$ cat src/rtl/branch_predict_unit.sv
// Bimodal branch predictor (2-bit saturating counters) plus decode-stage branch resolution.
// Optional statistics outputs are enabled by defining BRANCH_STATS_EN.
module branch_predict_unit #(
    parameter int XLEN        = 32,
    parameter int BHT_ENTRIES = 64,
    localparam int INDEX_BITS = $clog2(BHT_ENTRIES)
) (
    input  logic            clk,
    input  logic            rst,
    input  logic            stall,
    input  logic [XLEN-1:0] lookup_pc,
    input  logic [XLEN-1:0] lookup_imm,
    input  logic            lookup_is_branch,
    output logic            predict_taken,
    output logic [XLEN-1:0] predict_target,
    input  logic            resolve_valid,
    input  logic [XLEN-1:0] resolve_pc,
    input  logic [2:0]      branch_type,
    input  logic [XLEN-1:0] left_operand,
    input  logic [XLEN-1:0] right_operand,
    input  logic [XLEN-1:0] resolve_target,
    input  logic            resolve_predicted,
    output logic            actual_taken,
    output logic            mispredict,
    output logic [XLEN-1:0] redirect_pc,
    output logic            illegal_branch
`ifdef BRANCH_STATS_EN
    ,
    output logic [31:0]     stat_branches,
    output logic [31:0]     stat_mispredicts
`endif
);

    localparam logic [1:0] SNT = 2'b00;
    localparam logic [1:0] WNT = 2'b01;
    localparam logic [1:0] ST  = 2'b11;

    logic [1:0]            cnt_vec [BHT_ENTRIES];
    logic [INDEX_BITS-1:0] lookup_idx;
    logic [INDEX_BITS-1:0] resolve_idx;
    logic                  funct3_legal;
    logic                  cmp_result;
    logic                  update_en;

    assign lookup_idx  = lookup_pc[INDEX_BITS+1:2];
    assign resolve_idx = resolve_pc[INDEX_BITS+1:2];

    always_comb begin
        cmp_result   = 1'b0;
        funct3_legal = 1'b1;
        case (branch_type)
            3'b000:  cmp_result = (left_operand == right_operand);
            3'b001:  cmp_result = (left_operand != right_operand);
            3'b100:  cmp_result = ($signed(left_operand) <  $signed(right_operand));
            3'b101:  cmp_result = ($signed(left_operand) >= $signed(right_operand));
            3'b110:  cmp_result = (left_operand <  right_operand);
            3'b111:  cmp_result = (left_operand >= right_operand);
            default: funct3_legal = 1'b0;
        endcase
    end

    assign illegal_branch = resolve_valid && !funct3_legal;
    assign actual_taken   = resolve_valid && funct3_legal && cmp_result;
    assign mispredict     = resolve_valid && !stall && funct3_legal && !rst
                            && (actual_taken != resolve_predicted);
    assign redirect_pc    = !mispredict   ? '0 :
                            actual_taken  ? resolve_target :
                                            resolve_pc + XLEN'(4);
    assign update_en      = resolve_valid && !stall && funct3_legal;

    // Lookup reads the registered counter directly, so a same-cycle update is not visible.
    assign predict_taken  = cnt_vec[lookup_idx][1] && lookup_is_branch && !rst;
    assign predict_target = lookup_pc + lookup_imm;

    generate
        for (genvar gi = 0; gi < BHT_ENTRIES; gi++) begin : g_bht
            logic [1:0] state_reg;
            logic [1:0] state_next;
            always_comb begin
                state_next = state_reg;
                if (actual_taken) begin
                    if (state_reg != ST) state_next = state_reg + 2'd1;
                end else begin
                    if (state_reg != SNT) state_next = state_reg - 2'd1;
                end
            end
            always_ff @(posedge clk) begin
                if (rst) begin
                    state_reg <= WNT;
                end else if (update_en && (resolve_idx == INDEX_BITS'(gi))) begin
                    state_reg <= state_next;
                end
            end
            assign cnt_vec[gi] = state_reg;
        end
    endgenerate

`ifdef BRANCH_STATS_EN
    logic [31:0] stat_branches_reg;
    logic [31:0] stat_mispredicts_reg;
    always_ff @(posedge clk) begin
        if (rst) begin
            stat_branches_reg    <= '0;
            stat_mispredicts_reg <= '0;
        end else begin
            if (update_en)  stat_branches_reg    <= stat_branches_reg + 32'd1;
            if (mispredict) stat_mispredicts_reg <= stat_mispredicts_reg + 32'd1;
        end
    end
    assign stat_branches    = stat_branches_reg;
    assign stat_mispredicts = stat_mispredicts_reg;
`endif

endmodule
$ cat config.mk
export PLATFORM = sky130hd
export DESIGN_NAME = branch_predict_unit
export DESIGN_NICKNAME = d
export VERILOG_FILES = /design/src/rtl/branch_predict_unit.sv
export SDC_FILE = /design/constraint.sdc
export NUM_CORES = 1
export LEC_CHECK = 0
export ABC_AREA = 1
export BUFFER_PORTS_ARGS = -buffer_cell sky130_fd_sc_hd__buf_2
export CAP_MARGIN = 40
export CORE_ASPECT_RATIO = 0.5
export CORE_MARGIN = 2
export CORE_UTILIZATION = 57
export CTS_BUF_LIST = sky130_fd_sc_hd__clkbuf_8
export DETAILED_ROUTE_END_ITERATION = 10
export PLACE_DENSITY = 0.83
export SLEW_MARGIN = 25
export SYNTH_ARGS = -nofsm -noshare
export SYNTH_HDL_FRONTEND = slang
export SYNTH_SLANG_ARGS = --single-unit
$ cat constraint.sdc
create_clock -name clk -period 5.95 [get_ports clk]
set_clock_uncertainty 0.2 [all_clocks]
set_input_delay 0.595 -clock clk [delete_from_list [all_inputs] [get_ports clk]]
set_output_delay 0.595 -clock clk [all_outputs]
set_load 0.02 [all_outputs]
==> metrics list, run 1 <==
- The number of global-route vias before repair came to between 10000 and 15000.
- The number of hold-slack violations in the final timing report was 0.
- Required time at the endpoint of the critical path: 5.16 ns
- Static timing analysis puts the maximum clock frequency at 210 MHz.
- Drt wl/cell: 13.6 um
- Number of buffers inserted by post-CTS setup repair: 0
- In the finished design, the share of the clock period the worst path needs comes to 0.799.
- In the final timing run, aggregate negative setup slack is 0 ns.
- Of the synthesized area, sequential elements account for 0.224.
- Detailed placement ended at an HPWL of between 20000 and 30000 um.
* Number of distinct library cells after synthesis: 45
* Type of the worst min-delay path: reg2reg
- Using the TritonRoute via totals, the vias-per-cell ratio works out to between 5 and 6.
* Met2 Usage GRT: 0.538
- STA puts the critical path data arrival time at 3.96 ns.
- Via count: 13200
- Number of antenna violations at the first check in global routing: 1
- Core footprint: 0.0196 mm2
- The finished layout holds 2505 standard cells, fillers aside.
- Worst setup path end: redirect_pc[3]
- Mapped cell area: 0.0115 mm2
- Power density cells: 172 mW/mm2
* Worst-Skew Late Latency: 0.46 ns
* FILL cells: 1875
- Max-cap violations in this run came to 0.
- At the pin with the least slew margin, the transition time is 0.847 ns.
* Global-route wire length before repair: between 50000 and 60000 um
- The worst register-to-register path begins at g_bht[35].state_reg[0]$_SDFFE_PP1P_.
* Global-route met3 utilization: 0.0551
- Layout-stage area growth over the synthesis result: 16.2%
- Post-CTS Resized: 0
- The root buffer cell chosen for the clock tree is sky130_fd_sc_hd__clkbuf_8.
- Number of clock sinks: 128
* Peak supply drop: roughly 0.11 mV
- CP startpoint kind: input pin
- Number of H-tree levels: 4
- First-iteration detailed-routing DRC count: approximately 980
* Clk slew on worst S/H paths: about 0.08 ns
- Antenna Violating Nets Remaining: 0
* Global placer's final weighted congestion: 0.988
- YS warnings: 0
- Headroom to the max-slew limit came out at 0.435.
- The floorplan step defined a die boundary enclosing 0.0213 mm2.
- In this run the worst setup path begins at right_operand[7].
- Setup slack, reg-to-reg: between 4 and 5 ns
- Entering global routing, the biggest net connects 88 pins.
- Layer carrying the most global-route usage: met2
- Starting utilization of the core area: 0.585
* Synth Net Count: 2257
- Category of the critical setup timing path: in2out
* Total of hold buffers inserted after clock tree synthesis: 0
* Post-synth top area share: 0.224
- In this run the vertical extent of the chip is 104 um.
- Chip Width: just over 200 um
* Clk buf depth: 2
- The cell count after synthesis came out at slightly below 2000.
- Of all nets on the critical path, the largest fanout is 87.
- Number of top-level pins: 269
* Depth of the most critical reg-to-reg path: 4
- Number of buffers created by CTS: 17
* Post-detailed-routing wire length: roughly 34000 um
- After the last flow step, the layout net total stands at between 2000 and 2500.
- Setup repair after global routing missed its margin: no
- The worst register-to-register path ends at g_bht[35].state_reg[0]$_SDFFE_PP1P_.
- Across every metal layer, demand over resource in global routing totals 0.314.
* Post-synthesis area per instance: 5.77 um2
* Run status: complete, no violations
* Post-route minimum period: 4.76 ns
- After global routing the overflow that remains totals 0.
- Kind of capture point of the worst setup path: output pin
- The register with the most flip-flops in the layout has 128 of them.
* Largest area contributor in the netlist: sky130_fd_sc_hd__dfxtp_1
- CTS tree: built
- Layout cells sized above 1: 0.151
- Number of synthesized register bits: between 100 and 150
- Setup violations remaining at the end of the flow were counted as 0.
* Most area-consuming cells after synthesis: sky130_fd_sc_hd__dfxtp_1, sky130_fd_sc_hd__nand2_1, sky130_fd_sc_hd__a21oi_1, sky130_fd_sc_hd__inv_1, sky130_fd_sc_hd__ha_1
- In the global route stage, met1 resource usage came out at 0.383.
- DRC violations left: 0
* Count of input and output buffers: 268
- Pre-antenna DRT Iters: 5
- Once placement completed, the tool counted placed cells totaling 2473.
- In this run the static leakage power is 7.00 nW.
- The total count of max-transition violations in the final report is 0.
- Rows: 36
cells by family (layout without fill, tap and decap cells):
logic type / count (synthesis) / after routing / synth area share
AND/OR/NAND/NOR: 973 / 973 / 0.350
other: 0 / 1 / 0
XOR/XNOR: 48 / 48 / 0.0367
flip-flops: 128 / 128 / 0.224
AO/OA/AOI/OAI: 392 / 392 / 0.180
buffers and inverters: 379 / 629 / 0.135
adder cells (fa/ha/maj): 68 / 68 / 0.0749
cell usage in the layout, fill, tap and decap left out, drive strengths merged, types with 20 or more instances in the layout:
cell type    n
xnor2       20
buf        279
a21oi      266
ha          67
clkbuf      22
dfxtp      128
o21ai       87
nor2       220
nor3        21
xor2        28
nand3      158
nand2      559
inv        321
synthesized netlist by cell type (all sizes together):
cell type  count
clkinv         2
a211o          1
a21boi         4
dfxtp        128
xor2          28
nor3          21
inv          318
o21ai         87
o211ai         4
nand2        559
nor2         220
fa             1
xnor2         20
a2111oi        3
o21a           6
o31ai          1
or2            1
a31oi          9
a21o           5
ha            67
o2111ai        1
a221o          1
clkbuf        26
nand3        158
nand4         10
a211oi         1
buf           33
nor4           2
nand3b         2
o21bai         3
a21oi        266
metal layers:
metal | part of all wire | vias to the layer above
li1 | - | 6812
met1 | 0.43 | 5787
met2 | 0.45 | 508
met3 | 0.085 | 73
met4 | 0.036 | 0
met5 | 0 | -
critical path: stages:
cell and delay (ns):
sky130_fd_sc_hd__buf_2 0.09, sky130_fd_sc_hd__inv_1 0.03, sky130_fd_sc_hd__ha_1 0.28, sky130_fd_sc_hd__nand2_1 0.07
sky130_fd_sc_hd__nor2_1 0.14, sky130_fd_sc_hd__nand4_1 0.11, sky130_fd_sc_hd__nor2_1 0.18, sky130_fd_sc_hd__nand2_2 0.09
sky130_fd_sc_hd__nand4_1 0.07, sky130_fd_sc_hd__nand2_1 0.06, sky130_fd_sc_hd__clkinv_1 0.04, sky130_fd_sc_hd__nand2_1 0.04
sky130_fd_sc_hd__nor2_1 0.12, sky130_fd_sc_hd__nand3_2 0.19, sky130_fd_sc_hd__nand2_8 0.40, sky130_fd_sc_hd__inv_2 0.34
sky130_fd_sc_hd__nand2_1 0.16, sky130_fd_sc_hd__nand3_2 0.44, sky130_fd_sc_hd__nor2_1 0.26, sky130_fd_sc_hd__buf_2 0.20
final cells by class:
cell class,instances,area [um2],area share
multi-input combinational,1481,7360,0.553
sequential,128,2560,0.192
timing repair buffer,279,1460,0.110
inverter,320,1200,0.0902
tap,266,333,0.0250
clock buffer,22,303,0.0227
clock inverter,8,88.8,0.00667
antenna,1,2.50,0.000188
through the flow:
stage | setup WS, ns | hold slack [ns] | instance area, um2 | util | power [mW]
CTS | 1.26 | 0.264 | 13300 | 0.679 | 2.28
global route | 0.761 | 0.279 | 13300 | 0.680 | 2.39
detailed placement | 1.28 | 0.252 | 12900 | 0.659 | 1.53
floorplan | 2.41 | 0.239 | 11500 | - | 1.31
finish | 1.19 | 0.261 | 13300 | 0.680 | 2.28
global placement | 1.38 | 0.248 | 12900 | 0.656 | 1.52
how the worst min path moves through the flow:
stage / slack [ns] / end / start / cells after the start
global placement: 0.25 / g_bht[39].state_reg[1]$_SDFFE_PP0P_ / g_bht[39].state_reg[1]$_SDFFE_PP0P_ / 2
finish: 0.26 / g_bht[39].state_reg[1]$_SDFFE_PP0P_ / g_bht[39].state_reg[1]$_SDFFE_PP0P_ / 2
global route: 0.28 / g_bht[39].state_reg[1]$_SDFFE_PP0P_ / g_bht[39].state_reg[1]$_SDFFE_PP0P_ / 2
CTS: 0.26 / g_bht[39].state_reg[1]$_SDFFE_PP0P_ / g_bht[39].state_reg[1]$_SDFFE_PP0P_ / 2
floorplan: 0.24 / g_bht[39].state_reg[1]$_SDFFE_PP0P_ / g_bht[39].state_reg[1]$_SDFFE_PP0P_ / 2
detailed placement: 0.25 / g_bht[39].state_reg[1]$_SDFFE_PP0P_ / g_bht[39].state_reg[1]$_SDFFE_PP0P_ / 2
report_power, final:
part / internal (mW) / total [mW] / switching, mW
Sequential: 0.858 / 0.859 / 0.00113
Combinational: 0.226 / 0.659 / 0.433
Clock: 0.418 / 0.766 / 0.349
Total: 1.50 / 2.28 / 0.783
Note: power is estimated with default switching activity, not from simulation.
==> run 2: changes to the inputs <==
==> constraint.sdc (replaced) <==
create_clock -name clk -period 4.6 [get_ports clk]
set_clock_uncertainty 0.2 [all_clocks]
set_input_delay 0.46 -clock clk [delete_from_list [all_inputs] [get_ports clk]]
set_output_delay 0.46 -clock clk [all_outputs]
set_load 0.02 [all_outputs]
==> run 2 against run 1 <==
Compared with the run above:
- clock power rose by 41%
- critical endpoint is now redirect_pc[15]
- via count is 0.20% higher
- global-route usage grew 0.34 points
- largest power group unchanged
- largest cell class unchanged
==> metrics list, run 2 (synthesized netlist as in run 1, its figures left out) <==
* Total track usage: 0.318 (was 0.314)
* Chip Width: 205 um (unchanged)
- Category of cells accounting for the largest share of critical-path delay: simple AND/OR/NAND/NOR gates (unchanged)
* Post-CTS Resized: 0 (unchanged)
- The maximum single-stage delay on the critical path came to 0.43 ns (was 0.44 ns).
* Pin count of the biggest net entering global routing: 158 (was 88)
- The total count of max-transition violations in the final report was 0 (unchanged).
* Rows: 36 (unchanged)
* Total of hold buffers inserted after clock tree synthesis: 0 (unchanged)
* Required time at the endpoint of the critical path: 3.94 ns (was 5.16 ns)
- The number of I/O pins is 269 (unchanged).
- Placed wire-length estimate: 26300 um (was 26100 um)
- Setup violators final: 0 (unchanged)
- CTS tree: built (unchanged)
- Via count of the first global-routing pass: 11900 (was 11700)
* Non-filler cells in the finished layout: 2510 (was 2505)
- Run status: complete, no violations (unchanged).
* DRC violations left: 0 (unchanged)
* Metal-1 WL: 14600 um (was 14500 um)
- The path type of the worst setup path is in2out (unchanged).
- The met3 wirelength from detailed routing came to 2740 um (was 2910 um).
- Share of the clock period used by the worst path: 0.855
* Peak supply drop: 0.157 mV (was 0.110 mV)
- Pre-antenna DRT Iters: 6 (was 5)
- The type of the most critical hold path was reg2reg (unchanged).
* Global placer's final weighted congestion: 1.00 (was 0.988)
- Commonest non-fill, non-tap cell in the layout: sky130_fd_sc_hd__nand2_1 (unchanged)
- Antenna Violating Nets Remaining: 0 (unchanged)
- The effective utilization at floorplan is 0.585 (unchanged).
* Setup repair after global routing missed its margin: no (unchanged)
- Count of input and output buffers: 268 (unchanged)
- Floorplan die height: 104 um (unchanged)
- The area of the die is 0.0213 mm2 (unchanged).
- The first-pass GRT wire length was 55000 um (was 54400 um).
* Max Cap Violations: 0 (unchanged)
- The routed design could run at a clock period as short as 3.93 ns.
- The slew of the pin with the lowest slew margin is 0.846 ns (was 0.847 ns).
- Leading cell types in the layout, fill and taps excluded: sky130_fd_sc_hd__nand2_1, sky130_fd_sc_hd__inv_1, sky130_fd_sc_hd__buf_2 (unchanged)
- Power density cells: 228 mW/mm2 (was 172 mW/mm2)
- The net count of the finished layout was 2498 (was 2496).
- The ratio of cells with drive above 1 in the final layout is 0.153 (was 0.151).
- Post-detailed-routing wire length: 34300 um (was 34100 um)
- Final hold violations: 0 (unchanged)
* Average via count per standard cell: 5.26 (about the same)
* Crit path DAT: 3.27 ns (was 3.96 ns)
* Relative slew margins: 0.435 (about the same)
- The area added between synthesis and finish is 16.7% (was 16.2%).
- For this run, the top clock speed supported by timing is 254 MHz.
- FILL cells: 1821 (was 1875)
- Number of buffers created by CTS: 17 (unchanged)
- The area of the multi-input gates came to 0.00736 mm2 (unchanged).
* Setup Total Neg Slack: 0 ns (unchanged)
- The clock sink count was 128 (unchanged).
- The maximum level of the CTS H-tree was 4 (unchanged).
- The number of buffers inserted by post-CTS setup repair was 0 (unchanged).
* Static leakage power: 7.02 nW (was 7.00 nW)
- Aggregate global routing overflow: 0 (unchanged)
* Root Buffer Master: sky130_fd_sc_hd__clkbuf_8 (unchanged)
- The startpoint type of the worst setup path was an input pin (unchanged).
- The amount of wire on met2 after detailed routing was 15900 um (was 15400 um).
- Cells after DPL: 2475 (was 2473)
* Critical path's slowest cell: sky130_fd_sc_hd__nand3_2 (unchanged)
* Ordered list of cells on the worst path: buf_2 > inv_1 > ha_1 > nand2_1 > nor2_1 > nand4_1 > nor2_4 > nand2_2 > nand4_1 > nand2_1 > clkinv_1 > nand2_1 > nor2_1 > nand3_2 > nand2_8 > inv_2 > nand2_1 > nand3_2 > nor2_1 > buf_2 (was buf_2 > inv_1 > ha_1 > nand2_1 > nor2_1 > nand4_1 > nor2_1 > nand2_2 > nand4_1 > nand2_1 > clkinv_1 > nand2_1 > nor2_1 > nand3_2 > nand2_8 > inv_2 > nand2_1 > nand3_2 > nor2_1 > buf_2)
- By instance count, the cell type seen most on the critical path is sky130_fd_sc_hd__nand2_1.
- The initial detailed-routing violation count is 1002 (was 984).
- Clk slew on worst S/H paths: 0.07 ns (was 0.08 ns)
* Core footprint: 0.0196 mm2 (unchanged)
- The number of buffers between clock root and the deepest sink is 2 (unchanged).
- The kind of capture point of the worst setup path was an output pin (unchanged).
- Worst-Skew Late Latency: 0.46 ns (about the same)
* Top Metal Used: met4 (unchanged)
- The worst path buffer plus inverter count came to 5 (unchanged).
* Flip-flop count of the largest register after layout: 128 (unchanged)
* Via count: 13200 (about the same)
* Max FO, Critical Path: 33 (was 87)
- Number of antenna violations at the first check in global routing: 2 (was 1)
- Total area of sequential cells: 0.00256 mm2 (unchanged)
- The final routed wire length divided by cell count is 13.7 um (was 13.6 um).
run 2: per-stage QoR:
| stage | power [mW] | cell area [um2] | setup slack [ns] | utilization | hold slack, ns |
|---|---|---|---|---|---|
| global placement | 1.97 | 12900 | 0.811 | 0.658 | 0.250 |
| CTS | 3.05 | 13400 | 0.691 | 0.681 | 0.267 |
| finish | 3.05 | 13400 | 0.665 | 0.683 | 0.263 |
| global route | 3.20 | 13400 | 0.285 | 0.683 | 0.294 |
| floorplan | 1.69 | 11500 | 1.33 | - | 0.239 |
| detailed placement | 1.98 | 12900 | 0.699 | 0.659 | 0.256 |
run 2: layout make-up:
cell class                      instances  share of cell area
Antenna cell                            2            0.000374
Sequential cell                       128               0.192
Multi-Input combinational cell       1481               0.551
Tap cell                              266              0.0249
Timing Repair Buffer                  281               0.110
Inverter                              320              0.0898
Clock inverter                         12              0.0123
Clock buffer                           20              0.0206
run 2: power by group:
group | internal [mW] | total [mW] | switching, mW | leakage [nW]
clock | 0.626 | 1.08 | 0.458 | 0.226
sequential | 1.11 | 1.11 | 0.00151 | 1.03
combinational | 0.294 | 0.857 | 0.563 | 5.76
total | 2.03 | 3.05 | 1.02 | 7.02
run 2: layer usage:
metal | vias to the layer above | track usage
met4 | 0 | 0.137
met3 | 74 | 0.0598
met1 | 5798 | 0.385
met5 | - | 0
li1 | 6820 | -
met2 | 514 | 0.548
run 2: worst paths after layout:
kind	start	endpoint	cells past startpoint	slack, ns
worst max register to register	g_bht[35].state_reg[0]$_SDFFE_PP1P_	g_bht[35].state_reg[0]$_SDFFE_PP1P_	4	3.08
worst max-delay path	right_operand[22]	redirect_pc[15]	20	0.67
worst min register to register	g_bht[39].state_reg[1]$_SDFFE_PP0P_	g_bht[39].state_reg[1]$_SDFFE_PP0P_	2	0.26
worst min-delay path	g_bht[39].state_reg[1]$_SDFFE_PP0P_	g_bht[39].state_reg[1]$_SDFFE_PP0P_	2	0.26
run 2: worst register-to-register path, delay by kind of cell (launching register included):
family,cells,cell delay [ns]
AO/OA/AOI/OAI,1,0.57
AND/OR/NAND/NOR,3,0.30
flip-flops,1,0.31
